**config.mk**
```make
export PLATFORM = sky130hd
export DESIGN_NAME = apb_master_bridge
export DESIGN_NICKNAME = d
export VERILOG_FILES = /design/src/rtl/apb_master_bridge.sv
export SDC_FILE = /design/constraint.sdc
export NUM_CORES = 1
export LEC_CHECK = 0
export CORE_MARGIN = 3
export CORE_UTILIZATION = 25
export DETAILED_ROUTE_END_ITERATION = 10
export MAX_ROUTING_LAYER = met4
export PLACE_DENSITY = 0.6
export SYNTH_ARGS = -nofsm -noshare
export SYNTH_HDL_FRONTEND = slang
export SYNTH_SLANG_ARGS = --single-unit
```
**constraint.sdc**
```tcl
create_clock -name clk -period 2.9 [get_ports clk]
set_input_delay 0.725 -clock clk [delete_from_list [all_inputs] [get_ports clk]]
set_output_delay 0.725 -clock clk [all_outputs]
set_load 0.03 [all_outputs]
```
**src/rtl/apb_master_bridge.sv**
```systemverilog
// APB4 requester: turns a valid/ready command into one APB transfer and returns a valid/ready response.
// Optional access-phase timeout is compiled in with `define APB_MASTER_TIMEOUT_EN.
module apb_master_bridge #(
  parameter int unsigned ADDR_W         = 12,
  parameter int unsigned TIMEOUT_CYCLES = 256
) (
  input  logic              clk,
  input  logic              rst_n,
  input  logic              cmd_valid,
  output logic              cmd_ready,
  input  logic              cmd_write,
  input  logic [ADDR_W-1:0] cmd_addr,
  input  logic [31:0]       cmd_wdata,
  input  logic [3:0]        cmd_strb,
  output logic              rsp_valid,
  input  logic              rsp_ready,
  output logic [31:0]       rsp_rdata,
  output logic              rsp_err,
  output logic [ADDR_W-1:0] paddr,
  output logic              pwrite,
  output logic              psel,
  output logic              penable,
  output logic [3:0]        pstrb,
  output logic [31:0]       pwdata,
  input  logic [31:0]       prdata,
  input  logic              pready,
  input  logic              pslverr
);

  typedef enum logic [1:0] {IDLE, SETUP, ACCESS, RESP} state_e;

  state_e            state_q, state_d;
  logic [ADDR_W-1:0] paddr_q, paddr_d;
  logic              pwrite_q, pwrite_d;
  logic [31:0]       pwdata_q, pwdata_d;
  logic [3:0]        pstrb_q, pstrb_d;
  logic [31:0]       rdata_q, rdata_d;
  logic              err_q, err_d;
  logic              timeout;

`ifdef APB_MASTER_TIMEOUT_EN
  localparam int unsigned CNT_W = $clog2(TIMEOUT_CYCLES + 1);
  logic [CNT_W-1:0] cnt_q, cnt_d;

  // Limit is hit on the edge that would make the count reach TIMEOUT_CYCLES.
  assign timeout = (state_q == ACCESS) && !pready &&
                   (cnt_q == CNT_W'(TIMEOUT_CYCLES - 1));

  always_comb begin
    cnt_d = cnt_q;
    if (state_q == SETUP)
      cnt_d = '0;
    else if (state_q == ACCESS && !pready)
      cnt_d = cnt_q + 1'b1;
  end

  always_ff @(posedge clk or negedge rst_n) begin
    if (!rst_n) cnt_q <= '0;
    else        cnt_q <= cnt_d;
  end
`else
  assign timeout = 1'b0;
`endif

  always_ff @(posedge clk or negedge rst_n) begin
    if (!rst_n) begin
      state_q  <= IDLE;
      paddr_q  <= '0;
      pwrite_q <= 1'b0;
      pwdata_q <= '0;
      pstrb_q  <= '0;
      rdata_q  <= '0;
      err_q    <= 1'b0;
    end else begin
      state_q  <= state_d;
      paddr_q  <= paddr_d;
      pwrite_q <= pwrite_d;
      pwdata_q <= pwdata_d;
      pstrb_q  <= pstrb_d;
      rdata_q  <= rdata_d;
      err_q    <= err_d;
    end
  end

  always_comb begin
    state_d = state_q;
    case (state_q)
      IDLE:    if (cmd_valid)         state_d = SETUP;
      SETUP:                          state_d = ACCESS;
      ACCESS:  if (pready || timeout) state_d = RESP;
      RESP:    if (rsp_ready)         state_d = IDLE;
      default:                        state_d = IDLE;
    endcase
  end

  always_comb begin
    paddr_d  = paddr_q;
    pwrite_d = pwrite_q;
    pwdata_d = pwdata_q;
    pstrb_d  = pstrb_q;
    rdata_d  = rdata_q;
    err_d    = err_q;
    if (state_q == IDLE && cmd_valid) begin
      paddr_d  = cmd_addr;
      pwrite_d = cmd_write;
      pwdata_d = cmd_write ? cmd_wdata : '0;
      pstrb_d  = cmd_write ? cmd_strb  : '0;
      rdata_d  = '0;
      err_d    = 1'b0;
    end else if (state_q == ACCESS) begin
      if (pready) begin
        rdata_d = pwrite_q ? '0 : prdata;
        err_d   = pslverr;
      end else if (timeout) begin
        rdata_d = '0;
        err_d   = 1'b1;
      end
    end
  end

  // Decoded from the state flop so async reset clears the handshakes at once.
  always_comb begin
    cmd_ready = rst_n && (state_q == IDLE);
    psel      = (state_q == SETUP) || (state_q == ACCESS);
    penable   = (state_q == ACCESS);
    rsp_valid = (state_q == RESP);
  end

  assign paddr     = paddr_q;
  assign pwrite    = pwrite_q;
  assign pwdata    = pwdata_q;
  assign pstrb     = pstrb_q;
  assign rsp_rdata = rdata_q;
  assign rsp_err   = err_q;

endmodule

```
==> results_dict.tcl <==
set metrics [dict create \
    switchingPower_w 0.00250 \
    cts_resized 0 \
    worstPathArrival_ns 1.94 \
    place.gp.congestion 0.686 \
    port_buffers 172 \
    pwr-share-comb_pct 48.8 \
    ant_nets 0 \
    via_count 2833 \
    layout.nets 566 \
    clockPowerShare_pct 20.8 \
    cts_hold_buf 0 \
    internal_power_w 0.00375 \
    yosysWarnings 0 \
    worstSetupPathType "register to output pin" \
    avgViaCountPerCell 4.37 \
    postCtsSetupBuffers 0 \
    crit_fanout 4 \
    grt_usage_pct 14.3 \
    r2r.worst_path.cells 6 \
    cts_root_buf "clkbuf_16" \
    critPathRequiredTime_ns 2.17 \
    timing.slew.headroom_pct 62.1 \
    start_util_pct 26.2 \
    slowest_delay_ns 0.68 \
    grt_overflow_total 0 \
    drt_iter0_drc 148 \
    numCtsBuffers 9 \
    h-tree-depth 3 \
    cap_violations 0 \
    slowest_stage "clkdlybuf4s50_1" \
    place_hpwl_mm 7.08 \
    leakage_nw 2.56 \
    setup_viol 0 \
    finalHoldViolCount 0 \
    wl_per_cell_um 15.1 \
    clk_path_buf_depth 2 \
    share_seq_of_total_power_pct 30.4 \
    worstSkewPairLatency_ns 0.33 \
    drtPass1Iterations 4 \
    synth_nets 397 \
    fin_crit_ns 2.66 \
    drive_gt1_share_pct 6.04 \
    ys_seq_area_share_pct 64.8 \
    area_growth_pct 69.0 \
    vdd_drop_max_mv 0.591 \
    cp-start-kind "register" \
    cts_tree "done" \
    drv_slew 0 \
    grt_pass1_wl_mm 15.9 \
    fmax_mhz 375 \
    dieArea_um2 14400 \
    finalInstanceArea_um2 5480 \
    skew_ns 0.00474 \
    critPathTopFamily "buffers and inverters" \
    swShare_pct 39.9 \
    pin_count 173 \
    tightest_slew_ns 0.568 \
    netlist_instances 306 \
    critPathCaptureType "output pin" \
    hp-class "register to register" \
    core-area_um2 12400 \
    die_height_um 120 \
    rsz0062_at_grt "false" \
    tns_ns 0 \
    antenna_found_initial 0 \
    grt_start_max_net_pins 45 \
    ys_ff_latch 84 \
    placed_cell_area_um2 5140 \
    clock_sinks 84 \
    powerDensity_nw_per_um2 1140 \
    path_clk_slew_ns 0.06 \
    syn_avg_cell_area_um2 10.6 \
    hold_path_depth 2 \
    period_share_pct 91.9 \
    rows 40 \
    totalWireLength_mm 9.81 \
    cp.depth 4 \
    insertedDiodeCount 0 \
    die_w_um 120 \
    netlist_area_um2 3240 \
    grt_pass1_vias 3040 \
    crit_chain "inv_1, ha_1, and2_1, clkdlybuf4s50_1" \
    ys_types 19 \
    status "complete, no violations" \
    drc 0 \
    cp.buffers_inverters 2 \
]
## cell type report
cell class	count	area [um^2]
Fill cell	1193	6880
Clock inverter	6	113
Sequential cell	84	2100
Clock buffer	10	229
Inverter	5	18.8
Multi-Input combinational cell	196	1020
Timing Repair Buffer	179	1780
Tap cell	168	210
## path summary, 6_finish.rpt
check	startpoint	endpoint	slack [ns]
max in group asynchronous	rst_n	pwdata[7]	1.43
max	state_q[0]	cmd_ready	0.24
max reg2reg	state_q[0]	pwdata[26]	0.96
min	pwdata[5]	pwdata[5]	0.46
min reg2reg	pwdata[5]	pwdata[5]	0.46
min in group asynchronous	rst_n	pwdata[17]	0.53
## cells in the mapped netlist (all sizes together)
| master | instances | area share (%) |
|---|---|---|
| and2 | 2 | 0.39 |
| ha | 4 | 1.5 |
| nand2 | 114 | 13 |
| buf | 14 | 2.3 |
| mux2i | 1 | 0.31 |
| a222oi | 1 | 0.31 |
| nor2 | 1 | 0.12 |
| dfrtp | 84 | 65 |
| inv | 5 | 0.58 |
| nand3 | 37 | 5.7 |
| nor3 | 1 | 0.50 |
| a21oi | 2 | 0.42 |
| clkbuf | 7 | 0.81 |
| mux2 | 1 | 0.35 |
| a22o | 32 | 8.6 |
## cells in the final DEF (no fill, tap or decap)
cell type,n
nor3_4,1
mux2i_1,1
and2_1,1
inv_1,3
a222oi_1,1
inv_2,2
clkinv_4,2
a21oi_1,1
ha_1,4
clkbuf_1,1
a22o_1,32
nand2_2,1
buf_4,7
nand2_1,113
clkinv_2,1
clkbuf_16,9
a21oi_2,1
bufinv_16,3
dfrtp_1,84
mux2_1,1
buf_12,1
and2_2,1
clkdlybuf4s50_1,171
nor2_1,1
nand3_1,37
## layer usage
metal | wire length [um] | global-route usage [%] | vias up | share of wire (%)
li1 | - | - | 1362 | -
met3 | 658 | 3.96 | 14 | 6.7
met1 | 4310 | 17.7 | 1354 | 44
met5 | 0 | - | - | 0
met4 | 161 | 5.01 | 0 | 1.6
met2 | 4680 | 22.7 | 103 | 48
## flip-flops by register name (all words and copies together) (netlist names)
signal     cells
pstrb          4
state_q        2
pwdata        32
pwrite         1
rsp_rdata     32
rsp_err        1
paddr         12
## worst min-delay path: cells and delay by family, from the launching register on
family / cells / cell delay, ns
flops: 1 / 0.34
simple gates: 2 / 0.10
## power groups by stage
stage	clock, W	combinational (W)	sequential (W)
6_report	0.00130	0.00305	0.00190
3_3_place_gp	0	0.00305	0.00190
3_5_place_dp	0	0.00308	0.00192
4_1_cts	0.00135	0.00309	0.00191
5_1_grt	0.00139	0.00325	0.00197
2_1_floorplan	0	0.000811	0.00282
## cell families after synthesis
logic type	share of synthesized area, %
flops	64.8
mux	0.656
fa+ha+maj	1.54
simple gates	19.9
buf+inv	3.70
compound gates	9.37
## per-stage QoR
stage          instances  setup slack, ns  utilization (%)  power [W]  hold slack [ns]
2_1_floorplan        306             1.17                -    0.00363            0.429
3_5_place_dp         632            0.441             41.6    0.00500            0.454
6_report             648            0.236             44.3    0.00625            0.463
3_3_place_gp         632            0.472             41.6    0.00496            0.449
5_1_grt              648            0.166             44.3    0.00660            0.495
4_1_cts              648            0.216             44.3    0.00635            0.469
Note: power is estimated with default switching activity, not from simulation.
